`config.mk`:
```
export PLATFORM = sky130hd
export DESIGN_NAME = hamming_serial_tx
export DESIGN_NICKNAME = d
export VERILOG_FILES = /design/src/rtl/hamming_serial_tx.sv
export SDC_FILE = /design/constraint.sdc
export NUM_CORES = 1
export LEC_CHECK = 0
export ABC_AREA = 1
export CORE_UTILIZATION = 55
export CTS_CLUSTER_DIAMETER = 40
export CTS_CLUSTER_SIZE = 16
export DETAILED_ROUTE_END_ITERATION = 8
export PLACE_DENSITY = 0.77
export SETUP_SLACK_MARGIN = 0.5
export SYNTH_ARGS = -nofsm -noshare
export SYNTH_HDL_FRONTEND = slang
export SYNTH_SLANG_ARGS = --single-unit
```
`constraint.sdc`:
```
create_clock -name clk -period 3.1 [get_ports clk]
set_clock_uncertainty 0.05 [all_clocks]
set_input_delay 0.775 -clock clk [delete_from_list [all_inputs] [get_ports clk]]
set_output_delay 0.775 -clock clk [all_outputs]
set_load 0.03 [all_outputs]
```
`src/rtl/hamming_serial_tx.sv`:
```
// hamming_serial_tx: buffers 4-bit words and shifts out strobed Hamming(7,4) codewords
module hamming_serial_tx #(
  parameter int GAP_CYCLES = 1
) (
  input  logic       clk,
  input  logic       rst,
  input  logic       in_valid,
  input  logic [3:0] in_data,
  output logic       in_ready,
  output logic       strobe,
  output logic       d_out,
  output logic       busy,
  output logic [7:0] frames_sent
);
  typedef enum logic [1:0] {IDLE, SEND, GAP} state_t;
  state_t state, state_n;
  logic [3:0] mem [2];
  logic       wp, rp, push, pop, gap_done;
  logic [1:0] count;
  logic [3:0] head, gcnt, gcnt_n;
  logic [6:0] cw, sr, sr_n;
  logic [2:0] idx, idx_n;
  assign in_ready = count < 2'd2;
  assign busy = state != IDLE || count != 2'd0;
  assign push = in_valid && in_ready;
  assign gap_done = state == GAP && gcnt == 4'd1;
  assign pop = (state == IDLE || gap_done) && count != 2'd0;
  assign head = mem[rp];
  assign cw = {head[3], head[2], head[1], head[1] ^ head[2] ^ head[3],
               head[0], head[0] ^ head[2] ^ head[3], head[0] ^ head[1] ^ head[3]};
  always_comb begin
    state_n = state;
    sr_n = sr;
    idx_n = idx;
    gcnt_n = gcnt;
    if (pop) begin
      state_n = SEND;
      sr_n = cw;
      idx_n = 3'd0;
    end else if (state == SEND) begin
      state_n = idx == 3'd6 ? GAP : SEND;
      gcnt_n = idx == 3'd6 ? 4'(GAP_CYCLES) : gcnt;
      idx_n = idx == 3'd6 ? idx : idx + 3'd1;
      sr_n = idx == 3'd6 ? sr : sr >> 1;
    end else if (gap_done) begin
      state_n = IDLE;
    end else if (state == GAP) begin
      gcnt_n = gcnt - 4'd1;
    end
  end
  always_ff @(posedge clk) begin
    if (rst) begin
      state <= IDLE;
      count <= 2'd0;
      wp <= 1'b0;
      rp <= 1'b0;
      sr <= 7'd0;
      idx <= 3'd0;
      gcnt <= 4'd0;
      strobe <= 1'b0;
      d_out <= 1'b0;
      frames_sent <= 8'd0;
    end else begin
      state <= state_n;
      sr <= sr_n;
      idx <= idx_n;
      gcnt <= gcnt_n;
      strobe <= state_n == SEND;
      d_out <= state_n == SEND && sr_n[0];
      if (push) begin
        mem[wp] <= in_data;
        wp <= ~wp;
      end
      if (pop) rp <= ~rp;
      count <= count + {1'b0, push} - {1'b0, pop};
      if (state == SEND && idx == 3'd6) frames_sent <= frames_sent + 8'd1;
    end
  end
endmodule

```
==> results of run 1 <==
worst max path at each step:
stage                               from        endpoint  slack [ps]  cells after the start
final                     frames_sent[0]  frames_sent[0]         820                      1
after global routing      frames_sent[0]  frames_sent[0]         750                      1
after CTS                       state[1]            busy         550                      4
after detailed placement             rst       mem[1][2]         820                      2
after global placement               rst       mem[1][1]         850                      2
after floorplan                  gcnt[0]        count[1]        1260                      9
per-layer routing:
layer  track usage (%)  share of wire (%)
met5                 0                  0
met4             6.818               0.87
met3             4.478                3.9
met2             33.44                 44
met1             27.69                 51
power breakdown:
part / leakage (nW) / internal [mW] / switching, mW / total [mW]
combinational: 0.591 / 0.272 / 0.506 / 0.778
clock: 0.0353 / 0.110 / 0.160 / 0.270
sequential: 0.327 / 0.623 / 0.0724 / 0.696
flip-flops by register name, summed over array words and instances, names as in the netlist, named ones only:
name / cells
gcnt: 4
count: 2
strobe: 1
state: 2
frames_sent: 8
d_out: 1
idx: 3
sr: 7
mem: 8
rp: 1
wp: 1
cells by family after synthesis:
group	Yosys count
AO/OA/AOI/OAI	38
XOR/XNOR	5
adder cells (fa/ha/maj)	10
buffers and inverters	40
flip-flops	39
AND/OR/NAND/NOR	113
Yosys cell counts:
library cell	number
a21oi_1	15
a21oi_2	1
a31oi_1	3
buf_1	1
buf_2	2
buf_4	1
clkbuf_1	1
dfxtp_1	31
edfxtp_1	8
ha_1	10
inv_1	33
inv_2	2
nand2_1	65
nand2_2	2
nand3_1	12
nand3_2	1
nand4_1	2
nor2_1	25
nor2_4	3
nor3_1	1
nor3b_1	1
o21a_1	1
o21ai_0	16
o21ai_2	1
o21bai_1	1
or2_2	1
xnor2_1	1
xor2_1	4
metrics by stage:
| step | hold WS (ps) | power, mW | util (%) |
|---|---|---|---|
| 5_1_grt | 432.1 | 1.897 | 68.45 |
| 3_3_place_gp | 396.1 | 1.465 | 66.47 |
| 3_5_place_dp | 400.6 | 1.480 | 66.47 |
| 2_1_floorplan | 375.5 | 1.306 | - |
| 6_report | 420.3 | 1.744 | 68.45 |
| 4_1_cts | 419.1 | 1.748 | 68.37 |
worst register-to-register path, stage by stage (launching register included):
cell     delay (ps)
dfxtp_1         420
ha_1            210
nand3_2         120
a21oi_2         360
ha_1            300
inv_1            60
ha_1            150
xor2_1          200
o21ai_0         100
a21oi_1         120
cell type report:
cell class                      instances  area, um2  area share, %
Sequential cell                        39      860.8          39.88
Multi-Input combinational cell        166      860.8          39.88
Inverter                               35      131.4          6.087
Clock inverter                          1      5.005         0.2319
Tap cell                               44      55.05          2.551
Clock buffer                            7      55.05          2.551
Timing Repair Buffer                   19      190.2          8.812
timing repair:
item                       4_1_cts  5_1_grt
buffers inserted                 0        0
gates resized for setup          0        1
setup endpoints to repair        0        1
==> reports/results.txt, run 1 <==
clock buffer depth: 2
Crit path buffers/inverters: 1
Design Area, Final: 2158 um2
flop2flop setup slack: 950 ps
Synth Area in Compound Gates: 10.99%
most frequent cells in the layout: nand2_1 (65), inv_1 (33), dfxtp_1 (31), nor2_1 (25), clkdlybuf4s50_1 (17)
initial antenna violation count: 0
Routed WL: 3345 um
Layout Nets: 283
CORE AREA: 3153 um2
cells on worst reg2reg path: 9
share of post-route cells with drive strength above 1: 7.116%
XOR/XNOR share of the synthesized area: 2.332%
worst path cell trace: clkdlybuf4s50_1
post-route worst setup slack: 817.9 ps
reg-to-reg endpoint: count[1]
Adder-Cell Fraction of Synth Area: 6.662%
post-cts hold buffer count: 0
via-per-instance ratio: 4.891
Post-Synthesis Cell Area: 1878 um2
worst flop-to-flop path startpoint: gcnt[0]
Slew @ Worst Pin: 537.6 ps
fmax: 0.4382 GHz
vias post-DR: 1521
Rows: 20
die height: 60.44 um
Starting Density: 59.56%
Power Density: 807.8 nW/um2
Top delay family on crit path: buffers and inverters
Chip Width: 60.44 um
fillers: 282
placed insts: 303
sequential cell area fraction in the yosys report: 45.84%
Post-DP Area: 2096 um2
setup TNS: 0 ps
ANT cells: 0
Layout area overhead: 14.92%
RSZ-0062 raised after global routing: false
first-pass GRT wire length: 5582 um
WP data required: 2270 ps
CTS tree: done
Hold Startpoint: rp
Worst-Skew Late Latency: 340 ps
hold path cells: 1
most common cell after layout, fill and taps aside: nand2_1
Pins Over Slew Limit: 0
synth top area cells: dfxtp_1 (33%), nand2_1 (13%), edfxtp_1 (13%)
Critical Path Slowest Stage Cell: clkdlybuf4s50_1
instance count of the mapped netlist: 245
die area: 3652 um2
fin cells: 311
I/O pin count: 19
fraction of synthesized area in multiplexers: 0%
GP Congestion: 0.8186
Yosys top cell by area: dfxtp_1
detailed-placement wirelength estimate: 2493 um
DR WL/cell: 10.76 um
period utilisation layout: 73.62%
Min-Delay Path Class: reg2reg
Net Count, Synth: 262
Final ANT Viol Nets: 0
Setup crit end kind: primary output
Yosys cell types: 28
VDD IR max: 0.4593 mV
First DRT Iteration DRCs: 87
post-synthesis simple-gate area fraction: 25.85%
Initial DRT Pass Iterations: 4
vias in the first global route: 1314
Num CTS Buffers: 5
endpoints failing setup: 0
critical path launch point type: register
Pleak: 0.9535 nW
largest net degree at the start of global routing: 15
pre-CTS setup slack: 819.8 ps
Overflow after GRT: 0
Synth warnings: 0
drc violations: 0
clock slew at reported path FFs: 110 ps
Final Hold Fails: 0
CTS sink count: 39
mean post-synth cell area: 7.666 um2
Worst Path Arrival: 1460 ps
CTS Root Cell: clkbuf_4
register bit total from synthesis: 39
Max Cap Viol: 0
critical path fanouts, max: 5
status: complete, no violations
GRT Total Usage: 20.69%
Crit path largest cell delay: 700 ps
IO buf count: 18
# H-tree levels: 2
largest family of logic cells by synthesized area: simple AND/OR/NAND/NOR gates
Synth top area share: 33.04%
min Tclk post-route: 2282 ps
Slew HR: 63.89%
WS Path Type: reg2out
No activity file was read; power rests on OpenSTA's default activity.
==> run 2: changes to the inputs <==
Clock period 3.1 ns to 2.3 ns, I/O delays scaled along.
==> run 2 against run 1 <==
Against the previous run: sequential share of layout area is 2.0 points lower; register-to-register slack worse by 420 ps; setup slack worse by 290 ps; cell area is 6.0% higher; utilization is 4.1 points higher; combinational power is 58% higher; die area stayed put; highest routed layer unchanged; count of clock-buffer cells in the layout is 1 higher; flip-flop and latch count stayed put; worst hold slack worse by 1.1 ps.
==> reports/results.txt, run 2 (synthesized netlist as in run 1, its figures left out) <==
cells on worst reg2reg path: 10
Num CTS Buffers: 5
die height: 60.44 um
post-cts hold buffer count: 0
CORE AREA: 3153 um2
first-pass GRT wire length: 6030 um
Layout area overhead: 21.85%
VDD IR max: 0.6213 mV
Slew HR: 74.03%
detailed-placement wirelength estimate: 2436 um
fin cells: 318
fillers: 264
# H-tree levels: 2
critical path launch point type: register
period utilisation layout: 77.03%
Pleak: 1.013 nW
most common cell after layout, fill and taps aside: nand2_1
WP data required: 1670 ps
flop2flop setup slack: 530 ps
die area: 3652 um2
Worst Hold Path EP: rp
CTS tree: done
clock buffer depth: 2
Worst Path Arrival: 1150 ps
GRT Total Usage: 22.71%
status: complete, no violations
endpoints failing setup: 0
via-per-instance ratio: 5.088
min Tclk post-route: 1772 ps
DR WL/cell: 11.23 um
CTS sink count: 39
Rows: 20
Pins Over Slew Limit: 0
CTS Root Cell: clkbuf_4
hold path cells: 1
Hold Startpoint: rp
Largest regs: frames_sent (8), mem (8), sr (7)
largest net degree at the start of global routing: 15
Chip Width: 60.44 um
Routed WL: 3570 um
placed insts: 304
IO buf count: 18
Power Density: 1127 nW/um2
most frequent cells in the layout: nand2_1 (64), inv_1 (30), dfxtp_1 (27), nor2_1 (21), a21oi_1 (15)
vias in the first global route: 1504
Min Hold Slack: 419.2 ps
Layout Nets: 290
setup TNS: 0 ps
GP Congestion: 0.8319
Slew @ Worst Pin: 389.1 ps
Final ANT Viol Nets: 0
initial antenna violation count: 0
fmax: 0.5644 GHz
Worst-Skew Late Latency: 340 ps
clock slew at reported path FFs: 110 ps
First DRT Iteration DRCs: 87
drc violations: 0
Max Cap Viol: 0
worst flop-to-flop path startpoint: state[1]
ANT cells: 0
Starting Density: 59.56%
WS Path Type: reg2out
vias post-DR: 1618
reg-to-reg endpoint: count[1]
critical path fanouts, max: 2
Final Hold Fails: 0
Setup crit end kind: primary output
Initial DRT Pass Iterations: 4
Min-Delay Path Class: reg2reg
share of post-route cells with drive strength above 1: 18.98%
Overflow after GRT: 0
RSZ-0062 raised after global routing: true
I/O pin count: 19
run 2: cell types whose count changed in the layout (fill, tap and decap cells not counted), sizes merged:
cell           delta
clkdlybuf4s50    -11
clkbuf            +8
buf               +7
dlygate4sd2       +3
clkdlybuf4s15     +2
clkinv            -1
dlymetal6s2s      -1
run 2: repair_timing:
| item | 4_1_cts | 5_1_grt |
|---|---|---|
| gates resized for setup | 30 | 29 |
| endpoints found under the setup margin | 15 | 20 |
| cloned | 0 | 0 |
| pin swaps | 3 | 3 |
| setup buffers | 5 | 1 |
run 2: routing by layer:
| layer | track usage, % | vias to the layer above | part of all wire, % |
|---|---|---|---|
| li1 | - | 836 | - |
| met1 | 27.30 | 735 | 47 |
| met2 | 37.83 | 42 | 47 |
| met3 | 7.676 | 5 | 4.6 |
| met4 | 8.442 | 0 | 1.3 |
| met5 | 0 | - | 0 |
run 2: worst max-delay path: stages (launching register included):
cell and delay (ps):
dfxtp_2 340, inv_1 70, ha_4 160, nand2_1 50
clkbuf_4 180
run 2: power by group:
part	internal [mW]	switching, mW	total [mW]
clock network	0.180	0.211	0.391
registers	0.846	0.108	0.953
logic	0.463	0.772	1.23
total	1.49	1.09	2.58
run 2: metrics by stage:
| stage | area [um2] | utilization (%) | setup WS [ps] | power (mW) |
|---|---|---|---|---|
| floorplan | 1886 | - | 513.5 | 1.774 |
| global placement | 2111 | 66.94 | 341.3 | 1.994 |
| detailed placement | 2111 | 66.94 | 294.9 | 2.007 |
| CTS | 2251 | 71.39 | 300.1 | 2.478 |
| global route | 2288 | 72.58 | 451.8 | 2.806 |
| finish | 2288 | 72.58 | 528.3 | 2.579 |
run 2: final cells by class:
type                    count  area, um2  share of cell area (%)
inverters                  35      133.9                   5.850
flip-flops and latches     39      865.8                   37.83
multi-input cells         166      960.9                   41.99
well taps                  44      55.05                   2.406
clock buffers               8      68.82                   3.007
repair buffers             26      203.9                   8.912
run 2: worst max path at each step:
stage                   from  endpoint  slack [ps]  cells past startpoint
CTS                 state[0]      busy         300                      4
global placement     gcnt[0]  count[1]         340                      9
floorplan            gcnt[0]  count[1]         510                      9
finish              state[1]      busy         530                      4
detailed placement   gcnt[0]  count[1]         290                      9
global route        state[1]  count[1]         450                     10
==> run 3: changes to the inputs <==
Clock period 2.3 ns to 1.8 ns, I/O delays scaled along.
==> run 3 against run 2 <==
Against the previous run: the flow now finishes with violations (negative setup slack); power up 100%; sequential share of layout area down 7.8 points; non-clock buffer count up 36; wire length up 120%; cell area up 30%; critical path depth up 6; setup slack worse by 710 ps; combinational power rose to 2.6 times the previous value; via count up 38%.
==> reports/results.txt, run 3 (synthesized netlist as in run 1, its figures left out) <==
status: finished, violations left
failing checks: negative setup slack
Largest regs: frames_sent (8), mem (8), sr (7)
Starting Density: 59.56%
# H-tree levels: 2
Slew HR: 72.06%
ANT cells: 0
GP Congestion: 0.7469
initial antenna violation count: 0
Layout area overhead: 58.23%
Overflow after GRT: 0
Chip Width: 60.44 um
CTS Root Cell: clkbuf_4
clock slew at reported path FFs: 150 ps
die area: 3652 um2
vias in the first global route: 1698
Slew @ Worst Pin: 414.6 ps
fmax: 0.5043 GHz
share of post-route cells with drive strength above 1: 50.65%
CTS tree: done
Design Area, Final: 2972 um2
IO buf count: 18
Util after Layout: 94.25%
Hold Startpoint: sr[3]
First DRT Iteration DRCs: 271
total power: 5.183 mW
CORE AREA: 3153 um2
endpoints failing setup: 6
RSZ-0062 raised after global routing: true
critical path fanouts, max: 2
CTS sink count: 39
post-route worst setup slack: -182.9 ps
most frequent cells in the layout: nand2_1 (50), buf_4 (32), buf_6 (23), inv_1 (20), nor2_1 (16)
DR WL/cell: 22.57 um
GRT Total Usage: 28.62%
Final ANT Viol Nets: 0
Pins Over Slew Limit: 0
VDD IR max: 1.349 mV
Num CTS Buffers: 5
Power Density: 1744 nW/um2
detailed-placement wirelength estimate: 2617 um
critical path launch point type: register
Worst Path Arrival: 2180 ps
Routed WL: 7990 um
Max Cap Viol: 0
Min-Delay Path Class: reg2reg
most common cell after layout, fill and taps aside: nand2_1
min Tclk post-route: 1983 ps
Pleak: 1.289 nW
largest net degree at the start of global routing: 13
Final Hold Fails: 0
WP data required: 1990 ps
Setup crit end kind: register
WS Path Type: reg2reg
Rows: 20
Worst-Skew Late Latency: 370 ps
Layout Nets: 326
vias post-DR: 2240
die height: 60.44 um
first-pass GRT wire length: 7576 um
via-per-instance ratio: 6.328
I/O pin count: 19
clock buffer depth: 2
Post-DP Area: 2257 um2
Initial DRT Pass Iterations: 7
drc violations: 0
post-cts hold buffer count: 0
worst flop-to-flop path startpoint: state[0]
period utilisation layout: 110.2%
crit path launch: state[0]
-- run 3: critical path: stages (launching register included) --
cell,delay [ps]
dfxtp_2,380
inv_4,80
ha_4,140
nand3_4,90
a21oi_4,220
ha_4,230
inv_2,70
ha_4,150
xor2_2,230
buf_4,170
a21oi_2,50
-- run 3: per-stage QoR --
| step | hold WS [ps] | setup TNS, ps | worst slack [ps] | cells |
|---|---|---|---|---|
| global route | 463.4 | -774.3 | -297.8 | 354 |
| detailed placement | 402.9 | 0 | 2.807 | 312 |
| CTS | 420.8 | 0 | 76.17 | 344 |
| global placement | 384.8 | 0 | 41.12 | 312 |
| finish | 457.8 | -368.1 | -182.9 | 354 |
| floorplan | 375.5 | 0 | 108.4 | 245 |
-- run 3: final timing paths --
kind / endpoint / slack, ps / depth (start not counted)
worst max-delay path: count[1] / -180 / 10
worst min-delay path: sr[2] / 460 / 2
worst max register to register: count[1] / -180 / 10
worst min register to register: sr[2] / 460 / 2
-- run 3: layout make-up --
type	count	area, um2
Tap cell	44	55.05
Clock inverter	2	60.06
Multi-Input combinational cell	166	1214
Inverter	35	146.4
Clock buffer	6	41.29
Sequential cell	39	892.1
Fill cell	90	181.4
Timing Repair Buffer	62	563.0
-- run 3: power by group --
group	total (mW)	internal, mW	switching [mW]
clock network	0.760	0.434	0.327
registers	1.27	1.09	0.182
logic	3.15	1.25	1.90
total	5.18	2.77	2.41
-- run 3: timing repair --
item                                    4_1_cts  5_1_grt
endpoints found under the setup margin       48       46
setup buffers                                23       10
pin swaps                                    23       26
gates cloned                                  1        0
gates resized for setup                     126       63
-- run 3: per-layer routing --
layer	share of wire [%]	GRT usage [%]	up-vias
li1	-	-	904
met4	9.8	13.31	0
met1	34	32.52	1014
met5	0	0	-
met3	11	6.823	96
met2	46	50.71	226
==> edit (settings of run 3) <==
The 3 states of `state_t` get a one-hot encoding in 3 bits.
--- a/src/rtl/hamming_serial_tx.sv
+++ b/src/rtl/hamming_serial_tx.sv
@@ -13,5 +13,5 @@
   output logic [7:0] frames_sent
 );
-  typedef enum logic [1:0] {IDLE, SEND, GAP} state_t;
+  typedef enum logic [2:0] {IDLE = 3'b001, SEND = 3'b010, GAP = 3'b100} state_t;
   state_t state, state_n;
   logic [3:0] mem [2];
Behaviour: no difference found for any inputs over 10 cycles, from zero or initial values and one cycle with rst high; not proved beyond that.
==> edit against run 3 <==
Setup slack improved by 350 ps; cell area decreased by 1.2%; largest cell class unchanged; sequential cell count up 1; total power is 30% lower; count of clock-buffer cells in the layout decreased by 1; area after synthesis grew 9.2%; final cell count grew 8.2%; wire length shrank 29%; clock power fell by 2.8%; first-iteration DRC count shrank 56%; maximum frequency grew 22%.
==> edit: results (changes against run 3) <==
qor: logic_synthesis.netlist_instances 282 [was 245]
qor: logic_synthesis.syn_nets 295 [was 262]
qor: routing.avgRoutedWirePerCell 14.7 um [was 22.6 um]
qor: grt.grt_first_pass_wirelength 8000 um [was 7580 um]
qor: logic_synthesis.synthTopCellsByCount sky130_fd_sc_hd__nand2_1, sky130_fd_sc_hd__inv_1, sky130_fd_sc_hd__dfxtp_1 [unchanged]
qor: pwr.p_leak 1.35 nW [was 1.29 nW]
qor: grt.grt.met3_usage 5.80% [was 6.82%]
qor: timing.timing.final.ws_setup 168 ps [was -183 ps]
qor: grt.globalRouteMet2Util 48.1% [was 50.7%]
qor: grt.met1_usage 28.4% [was 32.5%]
qor: setup_path.rrSetupSlack 210 ps [was -180 ps]
qor: placed_design.dpl.hpwl 2840 um [was 2620 um]
qor: grt.grtUsageTotal 26.1% [was 28.6%]
qor: routing.via_per_inst 5.33 [was 6.33]
qor: placed_design.placed_area 2340 um^2 [was 2260 um^2]
qor: logic_synthesis.synth_compound_area_share 8.66% [was 11.0%]
qor: timing.worst_slew_pin_slew 389 ps [was 415 ps]
qor: setup_path.crit_family flip-flops [was adder cells]
qor: status.status finished clean [was finished with violations]
qor: setup_path.timing.rr.end count[0]$_SDFF_PP0_ [was count[1]$_SDFF_PP0_]
qor: timing.minimum_hold_slack 412 ps [was 458 ps]
qor: setup_path.ff2ff_path_depth 13 [was 10]
qor: placed_design.place_congestion 0.796 [was 0.747]
qor: placed_design.dpl_ws -34.1 ps [was 2.81 ps]
qor: pwr.ir_worst_vdd 0.894 mV [was 1.35 mV]
qor: logic_synthesis.synth.top_cells.by_area sky130_fd_sc_hd__dfxtp_1, sky130_fd_sc_hd__nand2_1, sky130_fd_sc_hd__edfxtp_1 [unchanged]
qor: placed_design.placedCellCount 348 [was 312]
qor: layout.layout-drive-gt1-share 35.9% [was 50.6%]
qor: logic_synthesis.ys_types 32 [was 28]
qor: setup_path.timing.rr.start gcnt[1]$_SDFFE_PP0P_ [was state[0]$_SDFF_PP0_]
qor: setup_path.worst_ep_arrival_time 1130 ps [was 2180 ps]
qor: layout.final_cells 383 [was 354]
qor: hold_path.hold_path_startpoint rp$_SDFFE_PP0P_ [was sr[3]$_SDFFE_PP0P_]
qor: logic_synthesis.xor_xnor_portion_of_the_synthesized_cell_area 1.28% [was 2.33%]
qor: setup_path.crit_path_max_fanout 6 [was 2]
qor: clocking.clk_root_buffer_cell sky130_fd_sc_hd__clkbuf_8 [was sky130_fd_sc_hd__clkbuf_4]
qor: logic_synthesis.synth_fa_ha_area_share 3.66% [was 6.66%]
qor: setup_path.crit_end busy [was count[1]$_SDFF_PP0_]
qor: clocking.clock_insertion_delay_worst_skew 300 ps [was 370 ps]
qor: grt.first_global_vias 1866 [was 1698]
## edit: cell count changes after synthesis, sizes merged, moves of 4 or more
cell,run 3,this run
ha,10,6
o21ai,17,11
nand2,67,95
nand3,13,20
inv,35,42
nand4,2,6
## edit: cell type report
type	instances	area, um^2
clock buffer	5	68.8
tap	46	57.6
clock inverter	3	42.5
timing repair inverter	1	8.76
inverter	43	189
fill	203	505
timing repair buffer	50	494
sequential	40	917
multi-input combinational	195	1160
## edit: where the power goes
group	leakage, nW	total, mW	internal, mW	switching [mW]
logic	0.951	1.66	0.663	1.00
registers	0.343	1.24	1.09	0.153
clock network	0.0541	0.739	0.410	0.329
## edit: timing repair
action | in CTS | in global routing
gates cloned | 1 | 1
pin swaps | 9 | 10
endpoints found under the setup margin | 50 | 49
gates resized for setup | 107 | 46
setup buffers | 19 | 6
## edit: per-layer routing
layer / vias to the layer above / routed length, um
li1: 998 / -
met1: 945 / 2200
met2: 69 / 2900
met3: 28 / 259
met4: 0 / 272
met5: - / 0
